$ cat src/rtl/rev_exec_ctrl_if.sv
// Bundle of retire-time events and direction-control outputs exchanged between
// the ALU retire stage (master) and the direction controller (slave).
interface rev_exec_ctrl_if #(
    parameter int PC_W  = 16,
    parameter int SIG_W = 4
);
    logic             ev_jerr;
    logic             ev_fail;
    logic             ev_com;
    logic             ev_sys;
    logic [SIG_W-1:0] ev_mask;
    logic [PC_W-1:0]  ev_target;
    logic             retire;
    logic             fwd;
    logic             flush;
    logic             redirect_valid;
    logic [PC_W-1:0]  redirect_pc;
    logic [SIG_W-1:0] check;
    logic [SIG_W-1:0] errors;
    logic             halt;
    logic [1:0]       halt_cause;

    modport master (
        output ev_jerr, ev_fail, ev_com, ev_sys, ev_mask, ev_target, retire,
        input  fwd, flush, redirect_valid, redirect_pc, check, errors, halt, halt_cause
    );

    modport slave (
        input  ev_jerr, ev_fail, ev_com, ev_sys, ev_mask, ev_target, retire,
        output fwd, flush, redirect_valid, redirect_pc, check, errors, halt, halt_cause
    );
endinterface

$ cat src/rtl/rev_exec_ctrl.sv
// AXA pipeline direction controller: forward/reverse mode, signal masks, flush
// sequencing, rollback redirect and halt. REV_WDOG_EN adds a reverse-mode retire watchdog.
module rev_exec_ctrl #(
    parameter int FLUSH_CYCLES = 4,
    parameter int PC_W         = 16,
    parameter int SIG_W        = 4,
    parameter int WDOG_LIMIT   = 256
) (
    input  logic               clk,
    input  logic               reset,
    rev_exec_ctrl_if.slave     bus
);

    typedef enum logic [1:0] {
        ST_FWD   = 2'd0,
        ST_REV   = 2'd1,
        ST_FLUSH = 2'd2,
        ST_HALT  = 2'd3
    } state_e;

    state_e            state_q, state_d;
    logic              pend_fwd_q, pend_fwd_d;
    logic [3:0]        flush_cnt_q, flush_cnt_d;
    logic              fwd_q, fwd_d;
    logic              flush_q, flush_d;
    logic              rv_q, rv_d;
    logic [PC_W-1:0]   rpc_q, rpc_d;
    logic [SIG_W-1:0]  check_q, check_d;
    logic [SIG_W-1:0]  errors_q, errors_d;
    logic              halt_q, halt_d;
    logic [1:0]        cause_q, cause_d;
    logic [SIG_W-1:0]  err_left_s;

`ifdef REV_WDOG_EN
    localparam int WDOG_W = $clog2(WDOG_LIMIT) + 1;
    logic [WDOG_W-1:0] wdog_q, wdog_d;
`else
    logic              unused_s;
    assign unused_s = bus.retire | (WDOG_LIMIT < 1);
`endif

    assign err_left_s = errors_q & ~bus.ev_mask;

    // Next-state and next-output decode; only the highest-priority event acts.
    always_comb begin
        state_d     = state_q;
        pend_fwd_d  = pend_fwd_q;
        flush_cnt_d = flush_cnt_q;
        fwd_d       = fwd_q;
        flush_d     = 1'b0;
        rv_d        = 1'b0;
        rpc_d       = rpc_q;
        check_d     = check_q;
        errors_d    = errors_q;
        halt_d      = halt_q;
        cause_d     = cause_q;
`ifdef REV_WDOG_EN
        wdog_d      = wdog_q;
`endif
        case (state_q)
            ST_FWD: begin
                if (bus.ev_sys) begin
                    state_d = ST_HALT;
                    halt_d  = 1'b1;
                    flush_d = 1'b1;
                    cause_d = 2'd1;
                end else if (bus.ev_fail) begin
                    if ((bus.ev_mask & ~check_q) != '0) begin
                        state_d = ST_HALT;
                        halt_d  = 1'b1;
                        flush_d = 1'b1;
                        cause_d = 2'd2;
                    end else begin
                        errors_d    = bus.ev_mask & check_q;
                        state_d     = ST_FLUSH;
                        pend_fwd_d  = 1'b0;
                        fwd_d       = 1'b0;
                        flush_d     = 1'b1;
                        flush_cnt_d = 4'(FLUSH_CYCLES - 1);
                    end
                end else if (bus.ev_jerr) begin
                    check_d = check_q | bus.ev_mask;
                end else if (bus.ev_com) begin
                    check_d = '0;
                end else begin
                    check_d = check_q;
                end
            end
            ST_REV: begin
                if (bus.ev_sys) begin
                    state_d = ST_HALT;
                    halt_d  = 1'b1;
                    flush_d = 1'b1;
                    cause_d = 2'd1;
                end else if (bus.ev_jerr) begin
                    errors_d = err_left_s;
                    check_d  = check_q & ~bus.ev_mask;
                    // Last outstanding error cleared: rollback is done, resume forward.
                    if (err_left_s == '0) begin
                        rpc_d       = bus.ev_target;
                        rv_d        = 1'b1;
                        state_d     = ST_FLUSH;
                        pend_fwd_d  = 1'b1;
                        fwd_d       = 1'b1;
                        flush_d     = 1'b1;
                        flush_cnt_d = 4'(FLUSH_CYCLES - 1);
                    end else begin
                        state_d = ST_REV;
                    end
                end else if (bus.ev_com) begin
                    errors_d = '0;
                end else begin
                    errors_d = errors_q;
                end
`ifdef REV_WDOG_EN
                if ((state_d == ST_REV) && bus.retire) begin
                    wdog_d = wdog_q + WDOG_W'(1);
                    if (wdog_d == WDOG_W'(WDOG_LIMIT)) begin
                        state_d = ST_HALT;
                        halt_d  = 1'b1;
                        flush_d = 1'b1;
                        cause_d = 2'd3;
                    end else begin
                        halt_d  = halt_q;
                    end
                end else begin
                    wdog_d = wdog_q;
                end
`endif
            end
            ST_FLUSH: begin
                if (bus.ev_sys) begin
                    state_d = ST_HALT;
                    halt_d  = 1'b1;
                    flush_d = 1'b1;
                    cause_d = 2'd1;
                end else if (flush_cnt_q == 4'd0) begin
                    state_d = pend_fwd_q ? ST_FWD : ST_REV;
`ifdef REV_WDOG_EN
                    wdog_d  = '0;
`endif
                end else begin
                    flush_cnt_d = flush_cnt_q - 4'd1;
                    flush_d     = 1'b1;
                end
            end
            ST_HALT: begin
                flush_d = 1'b1;
                halt_d  = 1'b1;
            end
            default: begin
                state_d = ST_HALT;
                flush_d = 1'b1;
                halt_d  = 1'b1;
            end
        endcase
    end

    // State and output registers with synchronous reset.
    always_ff @(posedge clk) begin
        if (reset) begin
            state_q     <= ST_FWD;
            pend_fwd_q  <= 1'b1;
            flush_cnt_q <= 4'd0;
            fwd_q       <= 1'b1;
            flush_q     <= 1'b0;
            rv_q        <= 1'b0;
            rpc_q       <= '0;
            check_q     <= '0;
            errors_q    <= '0;
            halt_q      <= 1'b0;
            cause_q     <= 2'd0;
`ifdef REV_WDOG_EN
            wdog_q      <= '0;
`endif
        end else begin
            state_q     <= state_d;
            pend_fwd_q  <= pend_fwd_d;
            flush_cnt_q <= flush_cnt_d;
            fwd_q       <= fwd_d;
            flush_q     <= flush_d;
            rv_q        <= rv_d;
            rpc_q       <= rpc_d;
            check_q     <= check_d;
            errors_q    <= errors_d;
            halt_q      <= halt_d;
            cause_q     <= cause_d;
`ifdef REV_WDOG_EN
            wdog_q      <= wdog_d;
`endif
        end
    end

    assign bus.fwd            = fwd_q;
    assign bus.flush          = flush_q;
    assign bus.redirect_valid = rv_q;
    assign bus.redirect_pc    = rpc_q;
    assign bus.check          = check_q;
    assign bus.errors         = errors_q;
    assign bus.halt           = halt_q;
    assign bus.halt_cause     = cause_q;

endmodule

$ cat src/flat_wrapper.sv
// flat-port wrapper written by rule: the top's interface ports become plain ports
module rev_exec_ctrl_flat 
#(
    parameter int FLUSH_CYCLES = 4,
    parameter int PC_W         = 16,
    parameter int SIG_W        = 4,
    parameter int WDOG_LIMIT   = 256
)
  (clk, reset, bus_ev_jerr, bus_ev_fail, bus_ev_com, bus_ev_sys, bus_ev_mask, bus_ev_target, bus_retire, bus_fwd, bus_flush, bus_redirect_valid, bus_redirect_pc, bus_check, bus_errors, bus_halt, bus_halt_cause);
  rev_exec_ctrl_if #(.PC_W(PC_W), .SIG_W(SIG_W)) bus_i ();
  input  logic clk;
  input  logic reset;
  input wire logic [$bits(bus_i.ev_jerr)-1:0] bus_ev_jerr;
  input wire logic [$bits(bus_i.ev_fail)-1:0] bus_ev_fail;
  input wire logic [$bits(bus_i.ev_com)-1:0] bus_ev_com;
  input wire logic [$bits(bus_i.ev_sys)-1:0] bus_ev_sys;
  input wire logic [$bits(bus_i.ev_mask)-1:0] bus_ev_mask;
  input wire logic [$bits(bus_i.ev_target)-1:0] bus_ev_target;
  input wire logic [$bits(bus_i.retire)-1:0] bus_retire;
  output wire logic [$bits(bus_i.fwd)-1:0] bus_fwd;
  output wire logic [$bits(bus_i.flush)-1:0] bus_flush;
  output wire logic [$bits(bus_i.redirect_valid)-1:0] bus_redirect_valid;
  output wire logic [$bits(bus_i.redirect_pc)-1:0] bus_redirect_pc;
  output wire logic [$bits(bus_i.check)-1:0] bus_check;
  output wire logic [$bits(bus_i.errors)-1:0] bus_errors;
  output wire logic [$bits(bus_i.halt)-1:0] bus_halt;
  output wire logic [$bits(bus_i.halt_cause)-1:0] bus_halt_cause;
  assign bus_i.ev_jerr = bus_ev_jerr;
  assign bus_i.ev_fail = bus_ev_fail;
  assign bus_i.ev_com = bus_ev_com;
  assign bus_i.ev_sys = bus_ev_sys;
  assign bus_i.ev_mask = bus_ev_mask;
  assign bus_i.ev_target = bus_ev_target;
  assign bus_i.retire = bus_retire;
  assign bus_fwd = bus_i.fwd;
  assign bus_flush = bus_i.flush;
  assign bus_redirect_valid = bus_i.redirect_valid;
  assign bus_redirect_pc = bus_i.redirect_pc;
  assign bus_check = bus_i.check;
  assign bus_errors = bus_i.errors;
  assign bus_halt = bus_i.halt;
  assign bus_halt_cause = bus_i.halt_cause;
  rev_exec_ctrl #(.FLUSH_CYCLES(FLUSH_CYCLES), .PC_W(PC_W), .SIG_W(SIG_W), .WDOG_LIMIT(WDOG_LIMIT)) u_core (.clk(clk), .reset(reset), .bus(bus_i));
endmodule
$ cat config.mk
export PLATFORM = sky130hd
export DESIGN_NAME = rev_exec_ctrl_flat
export DESIGN_NICKNAME = d
export VERILOG_FILES = /design/src/rtl/rev_exec_ctrl_if.sv /design/src/rtl/rev_exec_ctrl.sv /design/src/flat_wrapper.sv
export SDC_FILE = /design/constraint.sdc
export NUM_CORES = 1
export LEC_CHECK = 0
export BUFFER_PORTS_ARGS = -buffer_cell sky130_fd_sc_hd__buf_2
export CAP_MARGIN = 15
export CORE_MARGIN = 2
export CORE_UTILIZATION = 50
export DETAILED_ROUTE_END_ITERATION = 10
export PLACE_DENSITY = 0.76
export SKIP_CTS_REPAIR_TIMING = 1
export SYNTH_ARGS = -nofsm -noshare
export SYNTH_HDL_FRONTEND = slang
export SYNTH_SLANG_ARGS = --single-unit
$ cat constraint.sdc
create_clock -name clk -period 2.07 [get_ports clk]
set_input_delay 0 -clock clk [delete_from_list [all_inputs] [get_ports clk]]
set_output_delay 0 -clock clk [all_outputs]
set_load 0.03 [all_outputs]
## Word-level counts from Yosys, hierarchy flattened

Cells that the tools add are included.

- Output and inout port bits: 30
- Input port bits: 27
- Word-level logic and storage cells: 113
- Register bits: 36

- $add $sub $neg: 1
- Muxes and demuxes: 57
- Bitwise operators: 9
- Equality and inequality tests: 19
- Reduce and logical (&&, ||, !) cells: 17

Operator list:

| kind | number |
|---|---|
| $mux W4 | 19 |
| $mux W2 | 11 |
| $mux W1 | 19 |
| $and A4 B4 Y4 | 4 |
| $ne A2 B2 Y1 const B | 8 |
| $pmux W4 S2 | 2 |
| $ne A3 B3 Y1 const B | 4 |
| $pmux W4 S3 | 1 |
| $reduce_and A4 Y1 | 3 |
| $reduce_and A6 Y1 | 2 |
| $reduce_and A9 Y1 | 1 |
| $logic_not A4 Y1 | 2 |
| $not A4 Y4 | 2 |
| $reduce_and A7 Y1 | 1 |
| $ne A3 B2 Y1 const B | 2 |
| $pmux W2 S3 | 1 |
| $eq A2 B2 Y1 const B | 2 |
| $ne A2 B1 Y1 const B | 2 |
| $or A4 B4 Y4 | 1 |
| $pmux W1 S4 | 1 |
| $pmux W2 S2 | 1 |
| $reduce_bool A2 Y1 | 2 |
| $reduce_bool A4 Y1 | 1 |
| $sub A4 B1 Y4 const B | 1 |
| 9 further kinds | 10 |

## Depth between registers and ports, before layout

- Word-level depth: 7
- Mapped depth: 8
- Depth with buffers taken out: 7

## Worst setup path after synthesis

Ideal clock, no wire load.

- Path kind: register to register
- From: reg u_core.flush_cnt_q[0]
- To: reg u_core.state_q[0]
- Path buffers: 0
- Stages on the path, launching flop included: 8
- Data arrival time: 1677 ps
- Path slack: 325 ps
- Setup time: 67 ps
- Data required time: 2003 ps
- Clock period less this slack: 1745 ps
- Path through: dfxtp_1 inv_1 ha_1 or3b_4 a221oi_2 o21bai_2 a311o_1 a21oi_2

- Longest elaborated chain between the ends: 3

Ends and longest elaborated chain:

| what | line | source |
|---|---|---|
| start, declared | rev_exec_ctrl.sv:23 | `logic [3:0] flush_cnt_q, flush_cnt_d;` |
| start signal, assigned | rev_exec_ctrl.sv:179 | `flush_cnt_q <= flush_cnt_d;` |
| $logic_not A4 Y1 | rev_exec_ctrl.sv:137 | `end else if (flush_cnt_q == 4'd0) begin` |
| $ne A3 B2 Y1 (no source line) | n/a |  |
| $reduce_and A4 Y1 (no source line) | n/a |  |
| end signal, assigned | rev_exec_ctrl.sv:177 | `state_q <= state_d;` |
| end, declared | rev_exec_ctrl.sv:21 | `state_e state_q, state_d;` |

Every way passes these cells.
A chain may end at the register's enable or synchronous reset.

## Worst setup path in the final report

- From: reg u_core.state_q[0]
- To: reg u_core.state_q[0]

- Longest elaborated chain between the ends: 3
- Elaborated cells between the ends (all ways): 9
- Classes of those cells: eq/ne: 5; mux: 1; reduce/logical: 3

Ends and longest elaborated chain:

| what | line | source |
|---|---|---|
| $eq A2 B2 Y1 (tied with other cells) | rev_exec_ctrl.sv:60 | `case (state_q)` |
| $ne A3 B2 Y1 (no source line) (tied with other cells) | n/a |  |
| $reduce_and A4 Y1 (no source line) | n/a |  |

Several ways; a longest one is shown, not always the timed one.

==> results.md <==
- TritonCTS buffer count: 5
- Synth area leader: dfxtp_1
- Drt drc: 0
- Gate Count Post-Synth: 201
- Initial antenna violation count: 0
- Yosys warnings: 0
- Placed cell count: 294
- Max-slew violations: 0
- Clock Tree Buf Depth: 2
- Finished Layout Cells: between 300 and 400
- Syn Area/Cell: 9.03 um^2
- Final hold vios: 2
- Placeable Area: 0.00342 mm^2
- Diode count: 0
- PortBufs: 55
- Distinct cell type count of the synthesized netlist: 47
- Clk sinks: 36
- Fin nets: 304
- FMAX: a little over 500 MHz
- CP Launch Type: flip-flop
- Via Count: 1673
- Final Skew: roughly 0.0028 ns
- Mapped Nets: 234
- Largest net degree at the start of global routing: 34
- Synth async-reset ratio: 0%
- Antenna Nets Post-Route: 0
- Number of synthesized flops with an enable pin: 0
- Top cells by area, synth: dfxtp_1, mux2i_1, nor2_1, ha_1, a21oi_1
- Worst Hold Class: in -> reg
- Cell area after synthesis: 0.00182 mm^2
- Max_slew headroom: 58.8%
- Synth top area share: 39.7%
- Layout cells sized above 1: about 28%
- Max Cap Viol: 0
- Synthesis-to-layout area growth: 30.3%
- Tmin final: 1.94 ns
- Worst-path maximum fanout: 11
- Final WL: 4.24 mm
- Status: finished with violations
- Width of the die: 64.3 um
- Initial drt markers: 72
- Finish-stage setup viols: 0
- IO Count: 57
- Die area: between 0.004 and 0.005 mm^2
- Row count: 21
- Final TNS setup: 0 ns
- Starting Density: 53.2%
- Sequential area share after synthesis: 39.7%
- Primary FF master, synth: dfxtp_1
- Htree depth: 2
- Fin crit share: 93.6%
- First-pass GRT wire length: 6.68 mm
- Most frequent cell after synthesis: dfxtp_1
- Clk_lat worst skew: 0.33 ns
- DRT Pass-1 Iters: 4
- All-Layer GR Usage: 20.6%
- CP Capture Type: flip-flop
- Placed wire-length estimate: between 2 and 3 mm
- Root buffer cell: clkbuf_4
- Critical path arrival: about 2.2 ns
- CTS tree: done
- Via density: roughly 5.3
- Pwr Density: 1150 mW/mm^2
- Total grt overflow: 0
- Worst Path Class, Setup: reg -> reg
- VDD IR max: 0.000634 V
- Top post-synthesis cells by count: dfxtp_1, nor2_1, mux2i_1, a21oi_1, inv_1
- Gpl congestion: 0.850
- P_leak: 0.00105 uW
- WL per Instance: 13.3 um
- Yosys reg bits: 36
- RSZ-0062 raised after global routing: no
- Number of global-route vias before repair: ~1500
- Failing checks: negative hold slack
- DIE HEIGHT: 64.3 um
- Clock transition at the registers of the reported paths: 0.10 ns
- Worst hold margin: -0.00393 ns
- Worst slew pin tran: 0.619 ns
- Required time of the critical path: 2.34 ns
[cell families (layout without fill, tap and decap cells)]
kind of cell             Yosys count  count (layout)  share of synthesized area (%)
AND/OR/NAND/NOR                   65              65                           20.1
AO/OA/AOI/OAI                     55              55                           21.6
flip-flops                        36              36                           39.7
buffers and inverters             23              94                           5.65
multiplexers                      16              16                           8.82
adder cells (fa/ha/maj)            6               6                           4.13
[final cells by class]
| cell class | instances | area (um^2) |
|---|---|---|
| flip-flops and latches | 36 | 721 |
| clock inverters | 2 | 35.0 |
| inverters | 11 | 41.3 |
| repair buffers | 75 | 478 |
| clock buffers | 6 | 41.3 |
| multi-input cells | 142 | 992 |
| well taps | 46 | 57.6 |
| fillers | 283 | 1050 |
[power by group]
part / internal (uW) / total, uW / switching [uW] / leakage, uW
Combinational: 542 / 1330 / 791 / 0.000710
Sequential: 813 / 901 / 88.5 / 0.000293
Clock: 253 / 478 / 225 / 0.0000422
[final timing paths]
path	start	endpoint	slack (ns)	depth (start not counted)
max	u_core.state_q[0]	u_core.state_q[0]	0.13	7
min	bus_ev_mask[3]	u_core.bus.check[3]	-0.004	3
max reg2reg	u_core.state_q[0]	u_core.state_q[0]	0.13	7
min reg2reg	u_core.bus.redirect_pc[6]	u_core.bus.redirect_pc[6]	0.50	2
[cells in the final DEF (no fill, tap or decap), types with 3 or more instances in the layout]
cell type      instances
buf_2                 55
dfxtp_1               36
nor2_1                24
mux2i_1               16
dlygate4sd3_1         16
a21oi_1               14
inv_1                 11
nor3_1                10
o21ai_0                7
nand2_1                7
a211oi_1               6
ha_1                   6
nand2b_1               5
clkbuf_4               5
nand3b_1               4
a21o_1                 4
o22ai_1                4
buf_4                  3
[critical path, cell delays in order, from the launching register on]
cell and delay [ns]:
dfxtp_1 0.42, inv_1 0.09, ha_1 0.34, and2b_1 0.25, a221oi_2 0.21, o21bai_2 0.11, a311o_1 0.35, a21oi_2 0.11
[flip-flops by register name, summed over array words and instances (netlist names), 2 cells and up]
| name | flops |
|---|---|
| u_core.bus.redirect_pc | 16 |
| u_core.bus.check | 4 |
| u_core.bus.errors | 4 |
| u_core.flush_cnt_q | 4 |
| u_core.bus.halt_cause | 2 |
| u_core.state_q | 2 |
[per-layer routing]
| layer | track usage, % | vias to the layer above | wire (um) |
|---|---|---|---|
| met5 | 0 | - | 0 |
| met1 | 28.4 | 760 | 2030 |
| met3 | 5.99 | 7 | 240 |
| li1 | - | 858 | - |
| met2 | 30.1 | 48 | 1900 |
| met4 | 8.24 | 0 | 74 |
[stage by stage]
step / util, % / cell area, um^2 / setup WS [ns] / power (uW) / hold WS (ns)
detailed placement: 62.3 / 2130 / 0.161 / 2210 / 0.247
finish: 69.3 / 2370 / 0.132 / 2710 / -0.00393
floorplan: - / 1820 / 0.325 / 1930 / 0.147
global placement: 62.3 / 2130 / 0.219 / 2190 / 0.233
CTS: 64.6 / 2210 / 0.146 / 2700 / -0.114
global route: 69.3 / 2370 / 0.0104 / 2920 / 0.00357
No activity file was read; power rests on OpenSTA's default activity.
